File: src/rtl/tank_bullet_ctrl.sv
`default_nettype none
// ============================================================================
// Module   : tank_bullet_ctrl
// Purpose  : Three-slot bullet engine for one tank: spawn, frame-rate motion,
//            edge bounce, lifetime expiry and opponent hit detection.
// Revision : 1.0 - initial release
// ============================================================================
module tank_bullet_ctrl #(
    parameter int SPEED    = 2,
    parameter int LIFETIME = 300,
    parameter int BSIZE    = 2,
    parameter int MUZZLE   = 12,
    parameter int XMIN     = 0,
    parameter int XMAX     = 639,
    parameter int YMIN     = 0,
    parameter int YMAX     = 479,
    parameter int COOLDOWN = 15
) (
    input  logic       CLK,
    input  logic       Reset_n,
    input  logic       frame_clk,
    input  logic       fire,
    input  logic       enable,
    input  logic [9:0] TankX,
    input  logic [9:0] TankY,
    input  logic [7:0] sin,
    input  logic [7:0] cos,
    input  logic [9:0] OppX,
    input  logic [9:0] OppY,
    input  logic [9:0] Ball_size,
    input  logic       OppShot,
    output logic [9:0] Bullet0X,
    output logic [9:0] Bullet0Y,
    output logic [9:0] Bullet0S,
    output logic       is_bullet0_active,
    output logic [9:0] Bullet1X,
    output logic [9:0] Bullet1Y,
    output logic [9:0] Bullet1S,
    output logic       is_bullet1_active,
    output logic [9:0] Bullet2X,
    output logic [9:0] Bullet2Y,
    output logic [9:0] Bullet2S,
    output logic       is_bullet2_active,
    output logic       OppHit
);

    localparam int c_CDW = $clog2(COOLDOWN + 1);

    logic             r_frm_s1, r_frm_s2, r_frm_s3;
    logic             r_fire_s1, r_fire_s2, r_fire_s3;
    logic             w_tick, w_fire_rise;
    logic [13:0]      r_px   [3];
    logic [13:0]      r_py   [3];
    logic [11:0]      r_vx   [3];
    logic [11:0]      r_vy   [3];
    logic [8:0]       r_life [3];
    logic [2:0]       r_act;
    logic [c_CDW-1:0] r_cool;
    logic             r_fire_pend;
    logic             r_opp_hit;
    logic [9:0]       r_bx   [3];
    logic [9:0]       r_by   [3];
    logic [2:0]       r_act_q;

    logic [13:0]      w_nx   [3];
    logic [13:0]      w_ny   [3];
    logic [11:0]      w_nvx  [3];
    logic [11:0]      w_nvy  [3];
    logic [2:0]       w_hit;
    logic [10:0]      w_thr;
    logic [1:0]       w_slot;
    logic             w_any_free;
    logic [13:0]      w_spx, w_spy;
    logic [11:0]      w_svx, w_svy;

    assign w_tick      = r_frm_s2 & ~r_frm_s3;
    assign w_fire_rise = r_fire_s2 & ~r_fire_s3;
    assign w_thr       = {1'b0, Ball_size} + 11'(BSIZE);

    assign w_spx = {TankX, 4'b0} + {{6{cos[7]}}, cos} * 14'(MUZZLE);
    assign w_spy = {TankY, 4'b0} + {{6{sin[7]}}, sin} * 14'(MUZZLE);
    assign w_svx = {{4{cos[7]}}, cos} * 12'(SPEED);
    assign w_svy = {{4{sin[7]}}, sin} * 12'(SPEED);

    // Move one axis and reflect at the limits; the 15-bit sum keeps the sign
    // so that an underflow below zero is caught before the 14-bit wrap.
    function automatic logic [25:0] f_bounce(input logic [13:0] p, input logic [11:0] v,
                                             input int lo, input int hi);
        logic signed [14:0] s;
        s = $signed({1'b0, p}) + $signed({{3{v[11]}}, v});
        if (s < $signed(15'(lo * 16)))
            return {14'(lo * 16), -v};
        else if (s > $signed(15'(hi * 16 + 15)))
            return {14'(hi * 16), -v};
        else
            return {s[13:0], v};
    endfunction

    function automatic logic f_near(input logic [9:0] b, input logic [9:0] o,
                                    input logic [10:0] thr);
        logic [10:0] d;
        d = {1'b0, b} - {1'b0, o};
        if (d[10])
            d = -d;
        return d <= thr;
    endfunction

    always_comb begin
        for (int i = 0; i < 3; i++) begin
            {w_nx[i], w_nvx[i]} = f_bounce(r_px[i], r_vx[i], XMIN + BSIZE, XMAX - BSIZE);
            {w_ny[i], w_nvy[i]} = f_bounce(r_py[i], r_vy[i], YMIN + BSIZE, YMAX - BSIZE);
            w_hit[i] = r_act[i] & ~OppShot & f_near(w_nx[i][13:4], OppX, w_thr)
                                           & f_near(w_ny[i][13:4], OppY, w_thr);
        end
    end

    always_comb begin
        w_slot     = 2'd0;
        w_any_free = 1'b1;
        if (!r_act[0])
            w_slot = 2'd0;
        else if (!r_act[1])
            w_slot = 2'd1;
        else if (!r_act[2])
            w_slot = 2'd2;
        else
            w_any_free = 1'b0;
    end

    always_ff @(posedge CLK or negedge Reset_n) begin
        if (!Reset_n) begin
            {r_frm_s1, r_frm_s2, r_frm_s3}    <= 3'b0;
            {r_fire_s1, r_fire_s2, r_fire_s3} <= 3'b0;
            for (int i = 0; i < 3; i++) begin
                r_px[i]   <= '0;
                r_py[i]   <= '0;
                r_vx[i]   <= '0;
                r_vy[i]   <= '0;
                r_life[i] <= '0;
                r_bx[i]   <= '0;
                r_by[i]   <= '0;
            end
            r_act       <= '0;
            r_act_q     <= '0;
            r_cool      <= '0;
            r_fire_pend <= 1'b0;
            r_opp_hit   <= 1'b0;
        end else begin
            {r_frm_s1, r_frm_s2, r_frm_s3}    <= {frame_clk, r_frm_s1, r_frm_s2};
            {r_fire_s1, r_fire_s2, r_fire_s3} <= {fire, r_fire_s1, r_fire_s2};
            r_opp_hit <= 1'b0;

            if (!enable)
                r_fire_pend <= 1'b0;
            else if (w_fire_rise)
                r_fire_pend <= 1'b1;

            if (w_tick && enable) begin
                for (int i = 0; i < 3; i++) begin
                    if (r_act[i]) begin
                        r_px[i]   <= w_nx[i];
                        r_py[i]   <= w_ny[i];
                        r_vx[i]   <= w_nvx[i];
                        r_vy[i]   <= w_nvy[i];
                        r_life[i] <= r_life[i] - 9'd1;
                        r_act[i]  <= ~w_hit[i] & (r_life[i] != 9'd1);
                    end
                end
                r_opp_hit <= |w_hit;
                if (r_cool != '0)
                    r_cool <= r_cool - 1'b1;
                // A pending shot waits out the cooldown; with no free slot it is dropped.
                if (r_fire_pend && r_cool == '0) begin
                    r_fire_pend <= 1'b0;
                    if (w_any_free) begin
                        r_act[w_slot]  <= 1'b1;
                        r_px[w_slot]   <= w_spx;
                        r_py[w_slot]   <= w_spy;
                        r_vx[w_slot]   <= w_svx;
                        r_vy[w_slot]   <= w_svy;
                        r_life[w_slot] <= 9'(LIFETIME);
                        r_cool         <= c_CDW'(COOLDOWN);
                    end
                end
            end

            for (int i = 0; i < 3; i++) begin
                r_bx[i] <= r_px[i][13:4];
                r_by[i] <= r_py[i][13:4];
            end
            r_act_q <= r_act;
        end
    end

    assign Bullet0X          = r_bx[0];
    assign Bullet0Y          = r_by[0];
    assign Bullet1X          = r_bx[1];
    assign Bullet1Y          = r_by[1];
    assign Bullet2X          = r_bx[2];
    assign Bullet2Y          = r_by[2];
    assign Bullet0S          = 10'(BSIZE);
    assign Bullet1S          = 10'(BSIZE);
    assign Bullet2S          = 10'(BSIZE);
    assign is_bullet0_active = r_act_q[0];
    assign is_bullet1_active = r_act_q[1];
    assign is_bullet2_active = r_act_q[2];
    assign OppHit            = r_opp_hit;

endmodule
`default_nettype wire

File: config.mk
export PLATFORM = sky130hd
export DESIGN_NAME = tank_bullet_ctrl
export DESIGN_NICKNAME = d
export VERILOG_FILES = /design/src/rtl/tank_bullet_ctrl.sv
export SDC_FILE = /design/constraint.sdc
export NUM_CORES = 1
export LEC_CHECK = 0
export ABC_CLOCK_PERIOD_IN_PS = 20100
export CELL_PAD_IN_SITES_DETAIL_PLACEMENT = 2
export CELL_PAD_IN_SITES_GLOBAL_PLACEMENT = 2
export CORE_MARGIN = 1
export CORE_UTILIZATION = 40
export CTS_CLUSTER_DIAMETER = 40
export DETAILED_ROUTE_END_ITERATION = 12
export HOLD_SLACK_MARGIN = 0.08
export MAX_ROUTING_LAYER = met4
export PLACE_DENSITY = 0.95
export RECOVER_POWER = 25
export SLEW_MARGIN = 20
export SYNTH_ARGS = -nofsm -noshare
export SYNTH_HDL_FRONTEND = slang
export SYNTH_SLANG_ARGS = --single-unit
File: constraint.sdc
create_clock -name CLK -period 20.1 [get_ports CLK]
set_clock_uncertainty 0.05 [all_clocks]
set_input_delay 3.015 -clock CLK [delete_from_list [all_inputs] [get_ports CLK]]
set_output_delay 3.015 -clock CLK [all_outputs]
set_load 0.03 [all_outputs]
* After elaboration in Yosys (flattened, before gate mapping)
Cells that the tools add are included.
Storage, ports and cells: input port bits 72, logic and storage cells 214, flip-flop bits (word level) 261, output and inout bits 94
Operators by class: equality and inequality tests 3, $add $sub $neg 31, order comparisons 22, reductions and logical operators 7, multiplexer cells 92, $mul 2, bitwise gates (word level) 25
Operators by type and width (number):
- $mux 26 | 12
- $mux 14 | 13
- $mux 42 | 4
- $mux 12 | 13
- $mux 36 | 4
- $add 15x12->15 | 6
- $lt 15x7->1 const B | 6
- $bwmux 42 | 2
- $bwmux 36 | 2
- $neg 12->12 | 6
- $le 11x11->1 | 6
- $mux 11 | 6
- $neg 11->11 | 6
- $sub 10x10->11 | 6
- $mux 9 | 7
- $mux 27 | 2
- $gt 15x14->1 const B | 3
- $gt 15x15->1 const B | 3
- $add 14x14->14 | 2
- $demux 14 s2 | 1
- $mul 14x2->12 const B | 2
- $ne 9x1->1 const B | 3
- $sub 9x1->9 const B | 3
- $demux 12 s2 | 1
- other kinds (23) | 63

* Longest topological paths before layout
Gate-level depths: netlist (run 1).
word-level depth 17, depth in mapped cells 37, gate-level depth less buffers 35

* Worst setup path before layout (run 1)
OpenSTA, ideal clock, no wires.
path kind input to register, start point input port OppY[1], end point register r_act[0], data arrival time 7.020 ns, path slack 12.912 ns, path buffers 1, data required time 19.932 ns, stages 23, setup time 0.118 ns, cell sequence inv_1 > fa_1 > nand2_1 > nand2_1 > a21oi_1 > o21bai_1 > a21oi_1 > o21ai_0 > a21o_1 > a21oi_1 > clkbuf_1 > o21ai_0 > ha_1 > nor2b_1 > o21a_1 > o21a_1 > o21a_1 > o21a_1 > o211ai_1 > a31oi_1 > a2111oi_0 > o21ai_0 > a21o_1
On the way: longest elaborated chain between the ends 12
RTL lines:
- start, declared | RTL line 29 | input logic [9:0] OppY,
- $sub 10x10->11 (*) | RTL line 102 | d = {1'b0, b} - {1'b0, o};
- $neg 11->11 | RTL line 104 | d = -d;
- $mux 11 (*) | RTL line 103 | if (d[10])
- $le 11x11->1 (*) | RTL line 105 | return d <= thr;
- $and 1x1->1 (*) | RTL line 113 | & f_near(w_ny[i][13:4], OppY, w_thr);
- $not 1->1 (*) | RTL line 166 | r_act[i] <= ~w_hit[i] & (r_life[i] != 9'd1);
- $and 1x1->1 (*) | RTL line 166
- $mux 1 (*) | RTL line 160 | if (r_act[i]) begin
- $mux 1 (*) | RTL line 158 | if (w_tick && enable) begin
- $or 3x3->3 (no line)
- $mux 3 | RTL line 175 | if (w_any_free) begin
- $mux 3 (*) | RTL line 173 | if (r_fire_pend && r_cool == '0) begin
- end signal, assigned by index | RTL line 166
- end, declared | RTL line 57 | logic [2:0] r_act;
Every way passes the cells marked *; elsewhere a longest branch is shown, timed or not. The select of a mux whose other input is x is not followed. A chain may end at the register's enable or synchronous reset.

* Worst setup path after layout (run 1)
start point register r_py[4] in the netlist's numbering, end point register r_act[2]
On the way: longest elaborated chain between the ends 16, elaborated cells on any way between the ends 17, classes of those cells add/sub: 3; order compare: 3; mux: 7; bitwise: 4
RTL lines:
- start, declared | RTL line 53 | logic [13:0] r_py [3];
- start signal, assigned by index | RTL line 162 | r_py[i] <= w_ny[i];
- start signal, assigned by index | RTL line 178 | r_py[w_slot] <= w_spy;
- $add 15x12->15 (*) | RTL line 90 | s = $signed({1'b0, p}) + $signed({{3{v[11]}}, v});
- $gt 15x14->1 | RTL line 93 | else if (s > $signed(15'(hi * 16 + 15)))
- $mux 26 | RTL line 93
- $mux 26 (*) | RTL line 91 | if (s < $signed(15'(lo * 16)))
- $sub 10x10->11 (*) | RTL line 102
- $neg 11->11 | RTL line 104
- $mux 11 (*) | RTL line 103
- $le 11x11->1 (*) | RTL line 105
- $and 1x1->1 (*) | RTL line 113
- $not 1->1 (*) | RTL line 166
- $and 1x1->1 (*) | RTL line 166
- $mux 1 (*) | RTL line 160
- $mux 1 (*) | RTL line 158
- $or 3x3->3 (no line)
- $mux 3 | RTL line 175
- $mux 3 (*) | RTL line 173
Marks and branches as above.

==> results.cfg, run 1 <==
[clock_network]
cts_max_path_buffers = 3
clock_latency_ps = 650
cts_tree = yes
cts-htree-levels = 2
cts-root-buf = clkbuf_16
cts_buffers = 51
postCtsHoldBufs = 0
cts_resized = 0
clk_pin_slew_ps = 70
postCtsSetupBuffers = 0
cts.sinks = 249

[sta]
setup_tns_ps = 0
relSlewSlack_pct = -391
post-route-period-util_pct = 53.4
report.final.slew_viol_count = 215
max_slew.worst_pin.slew_ps = 7370
period_needed_ps = 10730
setup_viol = 0
finalHoldViolCount = 0
fmax_mhz = 93.2
rsz0062_at_grt = no

[setup_path]
r2r_end = r_act[2]$_DFFE_PN0P_
path_class = flip-flop to flip-flop
cp_top_family = compound AO/OA/AOI/OAI gates
reg2reg_depth = 32
slowest_stage = o21ai_1
cp_num_cells = 32
cp.arrival_ps = 11130
cpPeakStageDelay_ps = 940
worst-endpoint-required_ps = 20500
r2r_slack_ps = 9370
cp_common_cell = o21ai_0
critPathMaxFanout = 11
reg2reg_from = r_py[4]$_DFFE_PN0P_
worst_setup_path_end_kind = flip-flop
crit_buf_inv = 1
cp-start-kind = flip-flop

[global_routing]
grt-ovfl-total = 0
grt_pass1_vias = 28213
grtUsageTotal_pct = 46.3
antenna_found_initial = 18
grt_max_degree = 115
grt_pass1_wl_mm = 191

[logic_synthesis]
synth-main-ff-cell = dfrtp_1
yosysUniqueCellTypes = 93
synth_seq_area_share_pct = 27.8
synth_seq_cells = 249
synth-edff-count = 0
syn-instance-count = 2617
yosysWarningCount = 0
netlist_area_mm2 = 0.0224
async_flop_share_pct = 100
avgSynthCellArea_um2 = 8.58

[floorplan]
top_level_ports = 166
die_area_mm2 = 0.0571
core_mm2 = 0.0553
start_util_pct = 40.6
die_w_um = 239
num_rows = 86
die_h_um = 239

[outcome]
violations = capacitance limit, slew limit
status = complete, but fails checks

[detailed_routing]
highest_layer = met4
routed_wl_mm = 147
first_iter_violations = 3233
route.met2.wl_mm = 63.2
met1_length_mm = 48.5
avgViaCountPerCell = 7.54
drtAntennaViolNets = 0
num_vias = 27118
drcViolationCount = 0
wl_met3_mm = 18.0
first_pass_iters = 8
routedWlPerCell_um = 40.8

[hold_path]
hold_path.class = flip-flop to flip-flop
hold_depth = 0
hold_end = r_frm_s2$_DFF_PN0_
min-delay-start = r_frm_s1$_DFF_PN0_

[cells_and_area]
drive_gt1_share_pct = 5.88
multi_input_area_mm2 = 0.0154
area_growth_pct = 17.7
layout.nets = 3100
ff_latch_area_mm2 = 0.00623
nFillCells = 5902

[place]
portBuffers = 135
dpl.hpwl_mm = 79.3
place.gp.congestion = 0.953

[run]
cap_violations = 8
[cells by family after synthesis]
group	count (synthesis)	synth area share, %
xor gates and xnor gates	201	7.84
AOI/OAI and AO/OA	799	25.0
DFF	249	27.8
muxes	15	0.702
other	2	0.0335
adders and majority gates	278	15.9
buffers and inverters	229	4.42
and+or+nand+nor	844	18.3
[final cells by class]
type,count,share of cell area [%]
Clock inverter,35,1.58
Antenna cell,58,0.549
Sequential cell,249,23.6
Multi-Input combinational cell,2172,58.2
Timing Repair Buffer,161,5.80
Tap cell,748,3.54
Clock buffer,59,5.14
Inverter,115,1.63
[cells in the final DEF, fill, tap and decap left out, types with 70 or more instances in the layout]
master and count:
a21oi_1 175, clkdlybuf4s50_1 132, dfrtp_1 249, ha_1 266
inv_1 114, nand2_1 232, nand3_1 70, nor2_1 204
o21ai_0 117, xnor2_1 130
[sequential cells by signal, indices dropped and copies added, names as in the netlist, 3 cells and up]
name	cells
r_py	39
Bullet0Y	10
r_vy	33
r_vx	33
r_px	39
r_act_q	3
r_cool	4
Bullet0X	10
Bullet1X	10
r_act	3
Bullet1Y	10
r_life	27
Bullet2X	10
Bullet2Y	10
[worst register-to-register path, delay by kind of cell (launching register included)]
| kind | cells | cell delay, ps |
|---|---|---|
| AO/OA/AOI/OAI | 22 | 7010 |
| XOR/XNOR | 1 | 650 |
| adder cells (fa/ha/maj) | 4 | 1600 |
| flip-flops | 1 | 460 |
| AND/OR/NAND/NOR | 4 | 690 |
| buffers and inverters | 1 | 90 |
[metal layers]
metal  vias to the layer above  global-route usage [%]
li1                      10013                       -
met2                      2623                    71.9
met4                         0                    40.1
met3                      1279                    13.6
met1                     13203                    48.1
met5                         -                       -
[worst max-delay path by stage]
| stage | start | endpoint | slack (ps) |
|---|---|---|---|
| final | r_py[4]$_DFFE_PN0P_ | r_act[2]$_DFFE_PN0P_ | 9370 |
| after global routing | r_py[4]$_DFFE_PN0P_ | r_act[2]$_DFFE_PN0P_ | 9210 |
| after CTS | r_py[4]$_DFFE_PN0P_ | r_act[2]$_DFFE_PN0P_ | 10170 |
| after detailed placement | OppY[0] | r_act[0]$_DFFE_PN0P_ | 11070 |
| after global placement | OppY[0] | r_act[0]$_DFFE_PN0P_ | 11480 |
| after floorplan | OppY[1] | r_act[0]$_DFFE_PN0P_ | 12910 |
[Yosys cell counts, drive strengths merged (10+ instances only)]
cell type / n / area, um2
a2111oi: 11 / 134
a211o: 10 / 87.6
a211oi: 43 / 323
a21boi: 13 / 97.6
a21o: 64 / 480
a21oi: 178 / 910
a221o: 25 / 250
a22oi: 36 / 270
a311oi: 24 / 216
a31oi: 24 / 180
and2: 20 / 125
and3: 34 / 213
buf: 39 / 279
clkbuf: 75 / 282
dfrtp: 249 / 6230
fa: 12 / 240
ha: 266 / 3330
inv: 114 / 428
nand2: 232 / 871
nand2b: 33 / 206
nand3: 70 / 350
nand4: 24 / 150
nor2: 207 / 777
nor2b: 39 / 244
nor3: 69 / 345
nor4: 24 / 163
o211ai: 26 / 195
o21a: 41 / 308
o21ai: 122 / 611
o21bai: 22 / 165
o22ai: 29 / 181
o311ai: 11 / 96.4
o31ai: 20 / 150
or3: 34 / 213
or4: 14 / 105
xnor2: 132 / 1160
xor2: 69 / 604
[per-stage QoR]
| step | cells | instance area [um2] | hold WS (ps) | util (%) | setup WS [ps] |
|---|---|---|---|---|---|
| after floorplan | 2650 | 22600 | 281 | - | 12910 |
| after global placement | 3445 | 24500 | 288 | 44.3 | 11480 |
| after detailed placement | 3445 | 24500 | 333 | 44.3 | 11070 |
| after CTS | 3539 | 26300 | 336 | 47.5 | 10170 |
| after global routing | 3591 | 26400 | 342 | 47.7 | 9210 |
| final | 3597 | 26400 | 348 | 47.8 | 9370 |
Power of run 1 is left out: the tool's default activity adds up to more than one toggle a clock period on the data nets, which glitch-free logic cannot reach.
==> run 2, diff against run 1 <==
--- a/config.mk
+++ b/config.mk
@@ -5,16 +5,16 @@
 export SDC_FILE = /design/constraint.sdc
 export NUM_CORES = 1
 export LEC_CHECK = 0
-export ABC_CLOCK_PERIOD_IN_PS = 20100
+export ABC_CLOCK_PERIOD_IN_PS = 9200
 export CELL_PAD_IN_SITES_DETAIL_PLACEMENT = 2
 export CELL_PAD_IN_SITES_GLOBAL_PLACEMENT = 2
 export CORE_MARGIN = 1
-export CORE_UTILIZATION = 40
+export CORE_UTILIZATION = 34
 export CTS_CLUSTER_DIAMETER = 40
 export DETAILED_ROUTE_END_ITERATION = 12
 export HOLD_SLACK_MARGIN = 0.08
 export MAX_ROUTING_LAYER = met4
-export PLACE_DENSITY = 0.95
+export PLACE_DENSITY = 0.91
 export RECOVER_POWER = 25
 export SLEW_MARGIN = 20
 export SYNTH_ARGS = -nofsm -noshare
==> constraint.sdc (replaced) <==
create_clock -name CLK -period 9.2 [get_ports CLK]
set_clock_uncertainty 0.05 [all_clocks]
set_input_delay 1.38 -clock CLK [delete_from_list [all_inputs] [get_ports CLK]]
set_output_delay 1.38 -clock CLK [all_outputs]
set_load 0.03 [all_outputs]
==> results.cfg, run 2 (same netlist as run 1, synthesis figures left out) <==
[clock_network]
cts.sinks = 249
clock_latency_ps = 610
cts-root-buf = clkbuf_16
cts_max_path_buffers = 3
clk_pin_slew_ps = 60
cts_tree = yes
cts_buffers = 48
cts-htree-levels = 2

[sta]
post-route-period-util_pct = 96.0
setup_viol = 0
max_slew.worst_pin.slew_ps = 3860
report.final.slew_viol_count = 160
finalHoldViolCount = 0
relSlewSlack_pct = -157
period_needed_ps = 8830
setup_tns_ps = 0
fmax_mhz = 113
rsz0062_at_grt = no

[global_routing]
grtUsageTotal_pct = 31.6
grt_pass1_vias = 25383
antenna_found_initial = 4
grt_max_degree = 123
grt_pass1_wl_mm = 159
grt-ovfl-total = 0

[cells_and_area]
layout_common_cells = ha_1 (266), dfrtp_1 (249), nand2_1 (232), nor2_1 (205), a21oi_1 (173)
layout.nets = 3105
area_growth_pct = 17.5
drive_gt1_share_pct = 5.95
final_common_cell = ha_1
largestRegisters = r_px: 39 flops, r_py: 39 flops
ff_latch_area_mm2 = 0.00623
nFillCells = 7097
multi_input_area_mm2 = 0.0154

[outcome]
status = complete, but fails checks
violations = capacitance limit, slew limit

[setup_path]
crit_buf_inv = 1
cp-start-kind = flip-flop
r2r_end = r_act[2]$_DFFE_PN0P_
cpPeakStageDelay_ps = 560
worst_setup_path_end_kind = flip-flop
cp_common_cell = o21ai_0
r2r_slack_ps = 370
critPathMaxFanout = 11
reg2reg_from = r_vy[2]$_DFFE_PN0P_
cp_top_family = compound AO/OA/AOI/OAI gates
worst-endpoint-required_ps = 9550
reg2reg_depth = 32
slowest_stage = o21ai_0
cp.arrival_ps = 9180
cp-startpoint = r_vy[2]$_DFFE_PN0P_
path_class = flip-flop to flip-flop

[place]
portBuffers = 135
dpl.hpwl_mm = 75.0
place.gp.congestion = 0.952

[floorplan]
die_area_mm2 = 0.0671
core_mm2 = 0.0648
start_util_pct = 34.6
top_level_ports = 166
die_w_um = 259
num_rows = 93
die_h_um = 259

[hold_path]
min-delay-start = r_fire_s1$_DFF_PN0_
hold_path.class = flip-flop to flip-flop
hold_depth = 0
hold_end = r_fire_s2$_DFF_PN0_

[detailed_routing]
first_pass_iters = 8
drtAntennaViolNets = 0
drcViolationCount = 0
routed_wl_mm = 105
num_vias = 22873
routedWlPerCell_um = 28.7
first_iter_violations = 1407
avgViaCountPerCell = 6.27

[run]
cap_violations = 3
-- run 2: cell count changes in the layout (fill, tap and decap cells not counted), moves of 3 or more --
| cell | previous run | this run |
|---|---|---|
| diode_2 | 58 | 4 |
| buf_4 | 24 | 32 |
| clkbuf_8 | 3 | 7 |
| clkinvlp_4 | 7 | 3 |
| clkbuf_16 | 52 | 49 |
| clkinv_2 | 8 | 5 |
-- run 2: layout make-up --
type	instances	share of cell area, %
inverter	115	1.64
tap	855	4.06
multi-input combinational	2172	58.4
clock buffer	62	5.10
clock inverter	24	1.12
timing repair buffer	169	6.04
antenna	4	0.0380
sequential	249	23.6
-- run 2: how the worst max path moves through the flow --
stage | endpoint | slack [ps] | cells after the start
after global routing | r_act[0]$_DFFE_PN0P_ | 10 | 31
after detailed placement | r_act[0]$_DFFE_PN0P_ | 300 | 30
final | r_act[2]$_DFFE_PN0P_ | 370 | 32
after floorplan | r_act[0]$_DFFE_PN0P_ | 2050 | 32
after global placement | r_act[0]$_DFFE_PN0P_ | 920 | 30
after CTS | r_act[0]$_DFFE_PN0P_ | 60 | 30
-- run 2: what timing repair did --
action,4_1_cts,5_1_grt
buffers inserted,0,0
hold buffers,0,0
endpoints found under the setup margin,0,4
gates resized for setup,0,4
-- run 2: worst reg2reg max path, delay by kind of cell (launching register included) --
family | cells | cell delay [ps]
and+or+nand+nor | 4 | 560
AOI/OAI and AO/OA | 23 | 6170
buffers and inverters | 1 | 60
adders and majority gates | 4 | 1360
DFF | 1 | 450
-- run 2: layer usage --
metal	share of wire (%)	GRT usage (%)
met1	39	35.7
met2	48	51.5
met5	0	-
met4	6.9	20.2
met3	6.3	5.78
-- run 2: stage by stage --
step / setup WS (ps) / util [%] / instances / hold slack, ps / area (um2)
after global routing: 12.9 / 40.7 / 3648 / 322 / 26400
after global placement: 922 / 38.1 / 3559 / 293 / 24700
after detailed placement: 301 / 38.1 / 3559 / 296 / 24700
after CTS: 62.8 / 40.6 / 3645 / 311 / 26300
after floorplan: 2050 / - / 2650 / 281 / 22600
final: 366 / 40.7 / 3650 / 308 / 26400
Power of run 2 is left out for the same reason.
